<file path="src/rtl/bf_uart_pkg.sv">
// Shared UART line-format constants and tx state type for the brainfuck processor.
// The program-loading receiver imports the same constants so both ends agree on the frame.
package bf_uart_pkg;

  localparam int   UART_DATA_BITS   = 8;
  localparam logic UART_START_LEVEL = 1'b0;
  localparam logic UART_STOP_LEVEL  = 1'b1;
  localparam logic UART_IDLE_LEVEL  = 1'b1;

  typedef enum logic [1:0] {
    IDLE,
    START,
    DATA,
    STOP
  } txState_t;

endpackage

</file>
<file path="src/rtl/bf_byte_fifo.sv">
// Synchronous byte FIFO with registered occupancy count; push when full and
// pop when empty are ignored.
module bf_byte_fifo #(
  parameter int ADDR_WIDTH = 2
) (
  input  logic                  sysClk,
  input  logic                  reset,
  input  logic [7:0]            pushData,
  input  logic                  push,
  input  logic                  pop,
  output logic [7:0]            popData,
  output logic                  full,
  output logic                  empty,
  output logic [ADDR_WIDTH:0]   count
);

  localparam int DEPTH = 2 ** ADDR_WIDTH;

  logic [7:0]            mem [DEPTH];
  logic [ADDR_WIDTH-1:0] wrPtr;
  logic [ADDR_WIDTH-1:0] rdPtr;
  logic                  doPush;
  logic                  doPop;

  assign full    = (count == (ADDR_WIDTH + 1)'(DEPTH));
  assign empty   = (count == '0);
  assign doPush  = push & ~full;
  assign doPop   = pop & ~empty;
  assign popData = mem[rdPtr];

  always_ff @(posedge sysClk) begin
    if (reset) begin
      wrPtr <= '0;
      rdPtr <= '0;
      count <= '0;
    end else begin
      if (doPush) wrPtr <= wrPtr + 1'b1;
      if (doPop)  rdPtr <= rdPtr + 1'b1;
      case ({doPush, doPop})
        2'b10:   count <= count + 1'b1;
        2'b01:   count <= count - 1'b1;
        default: count <= count;
      endcase
    end
  end

  // Storage needs no reset: contents are only visible through a valid count.
  always_ff @(posedge sysClk) begin
    if (doPush) mem[wrPtr] <= pushData;
  end

endmodule

</file>
<file path="src/rtl/bf_uart_tx.sv">
// 8N1 (or 8N2) UART transmitter for the processor's `.` output, fed by a byte FIFO.
//   state | meaning
//   IDLE  | line high, waiting for a queued byte
//   START | start bit (low) for one bit period
//   DATA  | eight data bits, LSB first
//   STOP  | stop bit(s) high; pops the next byte with no gap if one is queued
module bf_uart_tx
  import bf_uart_pkg::*;
#(
  parameter int CLKS_PER_BIT    = 16,
  parameter int FIFO_ADDR_WIDTH = 2,
  parameter int STOP_BITS       = 1
) (
  input  logic                       sysClk,
  input  logic                       reset,
  input  logic [7:0]                 dataIn,
  input  logic                       dataValid,
  output logic                       dataReady,
  output logic                       tx,
  output logic                       busy,
  output logic [FIFO_ADDR_WIDTH:0]   fifoCount
);

  localparam int DIV_W = (CLKS_PER_BIT > 1) ? $clog2(CLKS_PER_BIT) : 1;
  localparam logic [DIV_W-1:0] DIV_LAST  = DIV_W'(CLKS_PER_BIT - 1);
  localparam logic [2:0]       LAST_DATA = 3'(UART_DATA_BITS - 1);
  localparam logic [2:0]       LAST_STOP = 3'(STOP_BITS - 1);

  txState_t         state;
  txState_t         stateNext;
  logic [DIV_W-1:0] divider;
  logic [DIV_W-1:0] dividerNext;
  logic [2:0]       bitIdx;
  logic [2:0]       bitIdxNext;
  logic [7:0]       shiftReg;
  logic [7:0]       shiftNext;
  logic             txNext;
  logic             fifoPop;
  logic             fifoFull;
  logic             fifoEmpty;
  logic [7:0]       fifoHead;
  logic             bitBoundary;

  assign dataReady   = ~fifoFull;
  assign busy        = (state != IDLE) | (fifoCount != '0);
  assign bitBoundary = (divider == DIV_LAST);

  bf_byte_fifo #(
    .ADDR_WIDTH (FIFO_ADDR_WIDTH)
  ) uFifo (
    .sysClk   (sysClk),
    .reset    (reset),
    .pushData (dataIn),
    .push     (dataValid & dataReady),
    .pop      (fifoPop),
    .popData  (fifoHead),
    .full     (fifoFull),
    .empty    (fifoEmpty),
    .count    (fifoCount)
  );

  always_comb begin
    stateNext   = state;
    dividerNext = divider;
    bitIdxNext  = bitIdx;
    shiftNext   = shiftReg;
    fifoPop     = 1'b0;
    case (state)
      IDLE: begin
        dividerNext = '0;
        bitIdxNext  = '0;
        if (!fifoEmpty) begin
          fifoPop   = 1'b1;
          shiftNext = fifoHead;
          stateNext = START;
        end
      end
      START: begin
        if (bitBoundary) begin
          dividerNext = '0;
          bitIdxNext  = '0;
          stateNext   = DATA;
        end else begin
          dividerNext = divider + 1'b1;
        end
      end
      DATA: begin
        if (bitBoundary) begin
          dividerNext = '0;
          shiftNext   = {1'b0, shiftReg[7:1]};
          if (bitIdx == LAST_DATA) begin
            bitIdxNext = '0;
            stateNext  = STOP;
          end else begin
            bitIdxNext = bitIdx + 1'b1;
          end
        end else begin
          dividerNext = divider + 1'b1;
        end
      end
      STOP: begin
        if (bitBoundary) begin
          dividerNext = '0;
          if (bitIdx == LAST_STOP) begin
            bitIdxNext = '0;
            if (!fifoEmpty) begin
              fifoPop   = 1'b1;
              shiftNext = fifoHead;
              stateNext = START;
            end else begin
              stateNext = IDLE;
            end
          end else begin
            bitIdxNext = bitIdx + 1'b1;
          end
        end else begin
          dividerNext = divider + 1'b1;
        end
      end
      default: stateNext = IDLE;
    endcase
  end

  // Line level follows the next state so tx changes on the same edge as the FSM.
  always_comb begin
    case (stateNext)
      START:   txNext = UART_START_LEVEL;
      DATA:    txNext = shiftNext[0];
      default: txNext = UART_STOP_LEVEL;
    endcase
  end

  always_ff @(posedge sysClk) begin
    if (reset) begin
      state    <= IDLE;
      divider  <= '0;
      bitIdx   <= '0;
      shiftReg <= '0;
      tx       <= UART_IDLE_LEVEL;
    end else begin
      state    <= stateNext;
      divider  <= dividerNext;
      bitIdx   <= bitIdxNext;
      shiftReg <= shiftNext;
      tx       <= txNext;
    end
  end

endmodule

</file>
<file path="config.mk">
export PLATFORM = sky130hd
export DESIGN_NAME = bf_uart_tx
export DESIGN_NICKNAME = d
export VERILOG_FILES = /design/src/rtl/bf_uart_pkg.sv /design/src/rtl/bf_byte_fifo.sv /design/src/rtl/bf_uart_tx.sv
export SDC_FILE = /design/constraint.sdc
export NUM_CORES = 1
export LEC_CHECK = 0
export ABC_AREA = 1
export CORE_ASPECT_RATIO = 0.9
export CORE_MARGIN = 2
export CORE_UTILIZATION = 32
export CTS_CLUSTER_SIZE = 30
export DETAILED_ROUTE_END_ITERATION = 8
export PLACE_DENSITY = 0.56
export SYNTH_ARGS = -nofsm -noshare
export SYNTH_HDL_FRONTEND = slang
export SYNTH_SLANG_ARGS = --single-unit
export TNS_END_PERCENT = 50
</file>
<file path="constraint.sdc">
create_clock -name sysClk -period 2.85 [get_ports sysClk]
set_clock_uncertainty 0.15 [all_clocks]
set_input_delay 0.7125 -clock sysClk [delete_from_list [all_inputs] [get_ports sysClk]]
set_output_delay 0.7125 -clock sysClk [all_outputs]
set_load 0.01 [all_outputs]
</file>
# Yosys cells after proc, flatten, opt, wreduce, memory -nomap -nowiden
# Memories as Yosys holds them, arrays and structs flattened. A register that Yosys moved wholly into a read port is not among the register bits.
# Index checks and enable logic that the tools add are counted.
# totals
regBits,25
latch_bits,0
mem_bits_rw,32
rom_bits,0
in_bits,11
output_inout_bits,6
memories,1
# memory_table
memory,words,word_bits,rd,rd_ports_with_merged_regs,write_ports,line_no,source
uFifo.mem,4,8,1,1,1,bf_byte_fifo.sv:19,logic [7:0] mem [DEPTH];
# classes
addsub,6
multipliers,0
div_mod_pow,0
magnitude_cmp,0
n_eq_ne,14
shifts,0
mux,31
n_bitwise,6
reduce_logical,10
# op_table
operator,n
two-way mux 8 bit,4
one-hot mux 8 bit (3 select lines),1
two-way mux 2 bit,8
two-way mux 3 bit,5
one-hot mux 3 bit (4 select lines),1
== test 2 bit (second input constant),4
!= test 2 bit (second input constant),4
one-hot mux 2 bit (4 select lines),1
one-hot mux 4 bit (2 select lines),1
adder 3 x 1 -> 3 bit (second input constant),2
== test 2 x 1 -> 1 bit (second input constant),3
== test 3 bit (second input constant),2
logical NOT 3 bit,2
two-way mux 1 bit,6
one-hot mux 3 bit (2 select lines),1
nonzero test 3 bit,2
adder 2 x 1 -> 2 bit (second input constant),2
adder 4 x 1 -> 4 bit (second input constant),1
== test 4 bit (second input constant),1
two-way mux 4 bit,1
one-hot mux 1 bit (2 select lines),2
AND reduction 4 bit,1
nonzero test 2 bit,2
bitwise AND 1 bit,3
6 further kinds,7

# Depth between registers and ports, before layout
# Gate-level depths: netlist (run 1).
# logic_depth
word_depth,8
mapped_depth,15
ltp_nobuf,15

# Cells and area by module
# From an unflattened synthesis (run 1), not the netlist that was laid out.
# hier_totals
hier_cells,313
hier_area_um2,2836.5
# modules_own_cells
mod,n_inst,cells_per_inst,area_per_inst_um2
bf_byte_fifo,1,146,1685.4
bf_uart_tx,1,167,1151.1

# Worst setup path after synthesis (run 1)
# Ideal clock, no wire load.
# synth_path
kind,flip-flop to flip-flop
start,reg state[0]
end,reg uFifo.count[2]
setup_ns,0.122
t_arrival_ns,2.031
t_required_ns,2.578
setup_slack_ns,0.547
path_stages_with_launch,13
cell_sequence,dfxtp_1 -> inv_1 -> ha_1 -> nor2_1 -> nand2_4 -> inv_1 -> ha_1 -> inv_1 -> fa_1 -> a21oi_1 -> o21ai_0 -> o21ai_0 -> a21oi_1
# synth_via
elab_chain_len,5
word_cells_on_any_way,8
cone_classes,eq/ne: 3; mux: 2; bitwise: 1; reduce/logical: 2
# synth_lines
element,line_no,source
from (decl),bf_uart_tx.sv:29,txState_t state;
from (signal assigned),bf_uart_tx.sv:141,state <= stateNext;
== test 2 bit / logical NOT 2 bit (equally long branches),bf_uart_tx.sv:68,case (state)
one-hot mux 1 bit (2 select lines) *,bf_uart_tx.sv:68,
bitwise AND 1 bit *,bf_byte_fifo.sv:28,assign doPop = pop & ~empty;
net uFifo.doPop,bf_byte_fifo.sv:23,logic doPop;
== test 2 x 1 -> 1 bit / == test 2 bit (equally long branches),bf_byte_fifo.sv:39,"case ({doPush, doPop})"
one-hot mux 3 bit (2 select lines) / nonzero test 2 bit (equally long branches),--,
to (signal assigned),bf_byte_fifo.sv:40,2'b10: count <= count + 1'b1;
to (signal assigned),bf_byte_fifo.sv:41,2'b01: count <= count - 1'b1;
to (signal assigned),bf_byte_fifo.sv:42,default: count <= count;
to (decl),bf_byte_fifo.sv:14,output logic [ADDR_WIDTH:0] count
# Mark *: on every way through the listed nets, which the timed path passes. The rest lies on a longest branch.
# A chain may end at the register's enable or synchronous reset.

# Worst setup path after layout (run 1)
# layout_path
start,reg state[0]
end,out busy
# layout_via
elab_chain_len,2
# layout_lines
element,line_no,source
nonzero test 2 bit,bf_uart_tx.sv:45,assign busy = (state != IDLE) | (fifoCount != '0);
OR 1 bit,bf_uart_tx.sv:45,
to (decl),bf_uart_tx.sv:20,"output logic busy,"
# No other way between the ends.

==> results.py, run 1 <==
metrics = {
    "worst_setup_path": {
        "cp.required_ns": 1.99,
        "r2r_start": "state[0]$_SDFF_PP0_",
        "crit_path_end_kind": "output pin",
        "r2r-end": "uFifo.count[2]$_SDFFE_PP0P_",
        "r2r_cells": 12,
        "max_stage_delay_ns": 0.55,
        "arrival_ns": 1.76,
        "r2r_slack_ns": 0.32,
        "cp-start-kind": "flip-flop",
        "path_delay_family": "buffers and inverters",
        "startpoint": "state[0]$_SDFF_PP0_",
        "critical_path_cell_count": 4,
        "path_buf_inv": 2,
        "endpoint": "busy",
        "worst-setup-path-type": "reg -> out",
        "slowest_stage": "clkdlybuf4s50_1",
        "path_cells": "inv_1 > ha_1 > nand2_1 > clkdlybuf4s50_1",
        "critical_path.max_fanout": 6,
    },
    "cts": {
        "cts-htree-levels": 3,
        "cts_sinks": 59,
        "cts-root-buf": "clkbuf_8",
        "postCtsSetupRepairBufs": 0,
        "ctsHoldBuffers": 0,
        "cts_resized": 0,
        "tritoncts": "done",
        "clkTransAtPathRegs_ns": 0.07,
        "clock_latency_ns": 0.34,
        "clock_path_buffers": 2,
        "cts_buffers": 9,
    },
    "yosys": {
        "yosysWarnings": 0,
        "avgSynthCellArea_sq_um": 9.24,
        "ys_types": 36,
        "synth_cells": 313,
        "synth_seq_cells": 59,
        "synth_edf_count": 32,
        "ys_seq_area_share_pct": 51.9,
        "async_flop_share_pct": 0,
        "synth_ff_type": "edfxtp_1",
        "synth_nets": 340,
        "syn_area_sq_um": 2890,
    },
    "detailed_routing": {
        "routed-via-count": 2093,
        "wl_per_cell_microns": 12.0,
        "drt_wl_total_microns": 5580,
        "drtIter0Drc": 104,
        "postRouteAntennaNets": 0,
        "drc_errors": 0,
        "routed_via_density": 4.50,
        "dr.pass1.iters": 5,
    },
    "power": {
        "power.density_nw_per_um2": 899,
        "p_leak_nw": 1.36,
        "total_power_w": 0.00306,
        "peakVddDrop_v": 0.000364,
    },
    "grt": {
        "grt_max_degree": 20,
        "globalRouteTotalUtil_pct": 12.3,
        "grt_antenna_before_repair": 0,
        "grt_pass1_vias": 2020,
        "grt_pass1_wl_microns": 9380,
        "grt.overflow.total": 0,
    },
    "finish": {
        "nets": 368,
        "layout-drive-gt1-share_pct": 15.0,
        "synthToLayoutAreaGrowth_pct": 17.9,
        "fillCellCount": 865,
        "diodes": 0,
    },
    "timing": {
        "final.setup.tns_ns": 0,
        "tightest_slew_ns": 0.344,
        "fin_crit_ns": 2.62,
        "finalCritPeriodShare_pct": 91.9,
        "slew_headroom_pct": 77.1,
        "slew_viol_final": 0,
        "max_freq_mhz": 382,
        "rsz0062_at_grt": "false",
        "setup_viol": 0,
        "finalHoldViolCount": 0,
    },
    "placement": {
        "place_congestion": 0.776,
        "io_buffers": 16,
        "post-dp-hpwl_microns": 3980,
    },
    "floorplanning": {
        "die_h_microns": 94.2,
        "rows": 32,
        "die_area_sq_um": 9810,
        "start_util_pct": 33.3,
        "die-width_microns": 104,
        "core-area_sq_um": 8690,
        "io_pins": 17,
    },
    "worst_hold_path": {
        "hold_path.class": "reg -> reg",
    },
    "status": {
        "status": "completed",
    },
    "flow_run": {
        "drv.max_cap_violation_count": 0,
    },
}
[final cells by class]
| class | count | area (sq um) | share of cell area [%] |
|---|---|---|---|
| flip-flops and latches | 59 | 1500 | 44.0 |
| multi-input cells | 213 | 1200 | 35.3 |
| repair buffers | 24 | 220 | 6.46 |
| well taps | 119 | 149 | 4.37 |
| inverters | 34 | 128 | 3.74 |
| clock buffers | 9 | 124 | 3.63 |
| clock inverters | 7 | 82.6 | 2.42 |
[state kept, by name, summed over array words and instances (netlist names), named ones only]
| register | count |
|---|---|
| uFifo.mem | 32 |
| state | 2 |
| uFifo.wrPtr | 2 |
| divider | 4 |
| uFifo.rdPtr | 2 |
| uFifo.count | 3 |
| shiftReg | 8 |
| tx | 1 |
| bitIdx | 3 |
[placed cells by master, fill, tap and decap left out, drive strengths merged]
cell type and count:
nand2 58, o21a 1, clkinv 1, or2 7, clkbuf 9, clkdlybuf4s50 16
edfxtp 32, o211ai 1, o21ai 31, and3 1, inv 37, nor3b 1
dfxtp 27, o21bai 1, nor2 50, fa 1, buf 8, a211oi 1
ha 15, nand3 23, a21oi 21, nand3b 1, clkinvlp 2, bufinv 1
[synthesized netlist by cell type (5+ instances only)]
cell type,instances,area (sq um)
inv_1,32,120
or2_2,6,37.5
a21oi_1,16,80.1
a21oi_2,5,43.8
nand2_1,55,206
nor2_1,44,165
ha_1,15,188
nand3_1,20,100
o21ai_0,26,130
dfxtp_1,27,541
edfxtp_1,32,961
[power breakdown]
group	leakage [nW]	switching [W]	internal [W]
clock network	0.0988	0.000380	0.000418
logic	0.747	0.000653	0.000444
registers	0.515	0.000109	0.00106
[worst min path at each step]
stage / to / from / slack (ns) / cells past startpoint
2_1_floorplan: divider[0]$_SDFF_PP0_ / divider[0]$_SDFF_PP0_ / 0.27 / 1
3_3_place_gp: divider[0]$_SDFF_PP0_ / divider[0]$_SDFF_PP0_ / 0.28 / 1
3_5_place_dp: divider[0]$_SDFF_PP0_ / divider[0]$_SDFF_PP0_ / 0.30 / 1
4_1_cts: divider[0]$_SDFF_PP0_ / divider[0]$_SDFF_PP0_ / 0.31 / 1
5_1_grt: divider[0]$_SDFF_PP0_ / divider[0]$_SDFF_PP0_ / 0.33 / 1
6_report: divider[0]$_SDFF_PP0_ / divider[0]$_SDFF_PP0_ / 0.30 / 1
[stage by stage]
step	setup WS [ns]	util (%)	cells	cell area (sq um)	hold slack (ns)
floorplan	0.547	-	313	2890	0.268
detailed placement	0.327	36.9	449	3200	0.298
CTS	0.197	39.2	465	3410	0.310
global placement	0.371	36.9	449	3200	0.283
finish	0.231	39.2	465	3410	0.304
global route	0.0930	39.2	465	3410	0.330
[routing by layer]
layer | vias to the layer above | routed length [microns] | track usage [%]
li1 | 1087 | - | -
met1 | 952 | 2630 | 15.7
met2 | 44 | 2560 | 19.7
met3 | 10 | 272 | 3.12
met4 | 0 | 109 | 5.86
met5 | - | 0 | 0
[cells by family (layout without fill, tap and decap cells)]
| kind of cell | count (synthesis) | count (layout) | share of synthesized area (%) |
|---|---|---|---|
| and+or+nand+nor | 141 | 141 | 23.4 |
| adders and majority gates | 16 | 16 | 7.18 |
| DFF | 59 | 59 | 51.9 |
| AOI/OAI and AO/OA | 56 | 56 | 11.1 |
| buffers and inverters | 41 | 74 | 6.40 |
(Power assumes the default switching activity.)
==> run 2: changes to the inputs <==
--- a/config.mk
+++ b/config.mk
@@ -6,6 +6,7 @@
 export NUM_CORES = 1
 export LEC_CHECK = 0
 export ABC_AREA = 1
+export CAP_MARGIN = 10
 export CORE_ASPECT_RATIO = 0.9
 export CORE_MARGIN = 2
 export CORE_UTILIZATION = 32
==> results of run 2 <==
Final layout, timing and power as in run 1 (identical DEF).
==> run 3: changes to the inputs <==
==> constraint.sdc (replaced) <==
create_clock -name sysClk -period 3.1 [get_ports sysClk]
set_clock_uncertainty 0.15 [all_clocks]
set_input_delay 0.775 -clock sysClk [delete_from_list [all_inputs] [get_ports sysClk]]
set_output_delay 0.775 -clock sysClk [all_outputs]
set_load 0.01 [all_outputs]
==> run 3 against run 2 <==
  * Worst setup slack gained 0.12 ns
  * Clock-buffer cell count stayed put
  * Die area did not move
  * First-iteration DRC count shrank 4.8%
  * Non-clock buffer count down 3
  * Critical path depth is 1 higher
==> results.py, run 3 (synthesis gave the netlist of run 1 again) <==
metrics = {
    "status": {
        "status": "completed",
    },
    "floorplanning": {
        "io_pins": 17,
        "die_area_sq_um": 9810,
        "core-area_sq_um": 8690,
        "die-width_microns": 104,
        "rows": 32,
        "die_h_microns": 94.2,
        "start_util_pct": 33.3,
    },
    "placement": {
        "io_buffers": 16,
        "post-dp-hpwl_microns": 3940,
        "place_congestion": 0.746,
    },
    "cts": {
        "clock_latency_ns": 0.34,
        "ctsHoldBuffers": 0,
        "cts-htree-levels": 3,
        "cts_sinks": 59,
        "cts_resized": 0,
        "cts-root-buf": "clkbuf_8",
        "clkTransAtPathRegs_ns": 0.06,
        "cts_buffers": 9,
        "clock_path_buffers": 2,
        "postCtsSetupRepairBufs": 0,
        "tritoncts": "done",
    },
    "grt": {
        "grt_max_degree": 21,
        "grt.overflow.total": 0,
        "grt_pass1_wl_microns": 9580,
        "globalRouteTotalUtil_pct": 12.6,
        "grt_pass1_vias": 2076,
        "grt_antenna_before_repair": 0,
    },
    "worst_setup_path": {
        "r2r_slack_ns": 0.56,
        "slowest_stage": "clkdlybuf4s50_1",
        "max_stage_delay_ns": 0.54,
        "crit_path_end_kind": "output pin",
        "r2r-end": "uFifo.count[2]$_SDFFE_PP0P_",
        "r2r_cells": 12,
        "critical_path.max_fanout": 20,
        "path_cells": "nor2_2 > nand2_2 > inv_1 > nand2_1 > clkdlybuf4s50_1",
        "cp.required_ns": 2.17,
        "arrival_ns": 1.83,
        "worst-setup-path-type": "reg -> out",
        "r2r_start": "state[0]$_SDFF_PP0_",
        "cp-start-kind": "flip-flop",
    },
    "finish": {
        "largest_register": "uFifo.mem",
        "layout-drive-gt1-share_pct": 14.0,
        "fillCellCount": 914,
        "layout_common_cells": "55 x nand2_1, 44 x nor2_1, 32 x inv_1, 32 x edfxtp_1, 27 x dfxtp_1",
        "diodes": 0,
        "nets": 365,
        "layout_commonest_cell": "nand2_1",
        "largest_reg_flops": 32,
        "synthToLayoutAreaGrowth_pct": 17.5,
        "top_regs": "uFifo.mem (32), shiftReg (8), divider (4)",
    },
    "detailed_routing": {
        "drtIter0Drc": 99,
        "routed-via-count": 2081,
        "routed_via_density": 4.50,
        "drc_errors": 0,
        "postRouteAntennaNets": 0,
        "wl_per_cell_microns": 12.2,
        "dr.pass1.iters": 4,
        "drt_wl_total_microns": 5640,
    },
    "timing": {
        "setup_viol": 0,
        "max_freq_mhz": 363,
        "final.setup.tns_ns": 0,
        "slew_headroom_pct": 58.7,
        "finalCritPeriodShare_pct": 88.8,
        "slew_viol_final": 0,
        "rsz0062_at_grt": "false",
        "tightest_slew_ns": 0.618,
        "holdWs_ns": 0.297,
        "finalHoldViolCount": 0,
        "fin_crit_ns": 2.75,
    },
    "worst_hold_path": {
        "holdPathStages": 1,
        "min_delay_worst_endpoint": "divider[0]$_SDFF_PP0_",
        "min_from": "divider[0]$_SDFF_PP0_",
        "hold_path.class": "reg -> reg",
    },
    "flow_run": {
        "drv.max_cap_violation_count": 0,
    },
    "power": {
        "power.density_nw_per_um2": 832,
        "peakVddDrop_v": 0.000382,
        "p_leak_nw": 1.35,
    },
}
-- run 3: cell types whose count changed in the layout (fill, tap and decap cells not counted) --
| cell | previous run | this run |
|---|---|---|
| clkinv_1 | 1 | 2 |
| inv_6 | 3 | 0 |
| clkinv_4 | 0 | 1 |
| buf_4 | 8 | 5 |
| clkinv_2 | 0 | 1 |
| inv_8 | 1 | 0 |
| bufinv_16 | 1 | 2 |
-- run 3: cell type report --
type,instances,area (sq um),area share (%)
sequential,59,1500,44.2
multi-input combinational,213,1200,35.5
timing repair buffer,21,198,5.82
tap,119,149,4.38
inverter,34,128,3.76
clock buffer,9,124,3.65
clock inverter,7,92.6,2.73
-- run 3: power breakdown --
| group | leakage [nW] | internal (W) | switching [W] |
|---|---|---|---|
| Combinational | 0.733 | 0.000390 | 0.000581 |
| Sequential | 0.515 | 0.000975 | 0.000121 |
| Clock | 0.103 | 0.000449 | 0.000309 |
-- run 3: metal layers --
layer	share of wire, %	routed length (microns)	GRT usage [%]
met1	48	2730	15.2
met2	46	2580	20.6
met3	3.7	207	3.33
met4	2.1	118	6.87
met5	0	0	0
-- run 3: critical path: cells and delay by family (launching register included) --
| family | cells | cell delay (ns) |
|---|---|---|
| DFF | 1 | 0.40 |
| buffers and inverters | 2 | 0.64 |
| and+or+nand+nor | 3 | 0.44 |
-- run 3: worst max-delay path by stage --
stage | slack (ns) | from | to
after floorplan | 0.80 | state[0]$_SDFF_PP0_ | uFifo.count[2]$_SDFFE_PP0P_
after global placement | 0.37 | dataValid | uFifo.count[2]$_SDFFE_PP0P_
after detailed placement | 0.36 | dataValid | uFifo.count[2]$_SDFFE_PP0P_
after CTS | 0.32 | uFifo.count[0]$_SDFFE_PP0P_ | busy
after global routing | 0.16 | uFifo.count[0]$_SDFFE_PP0P_ | busy
final | 0.35 | uFifo.count[0]$_SDFFE_PP0P_ | busy
-- run 3: stage by stage --
stage               total power, W  std cells  setup slack, ns  util [%]  area [sq um]
floorplan                  0.00186        313            0.797         -          2890
global placement           0.00207        446            0.374      36.6          3180
detailed placement         0.00209        446            0.364      36.6          3180
CTS                        0.00286        462            0.321      39.1          3400
global route               0.00305        462            0.164      39.1          3400
finish                     0.00282        462            0.346      39.1          3400
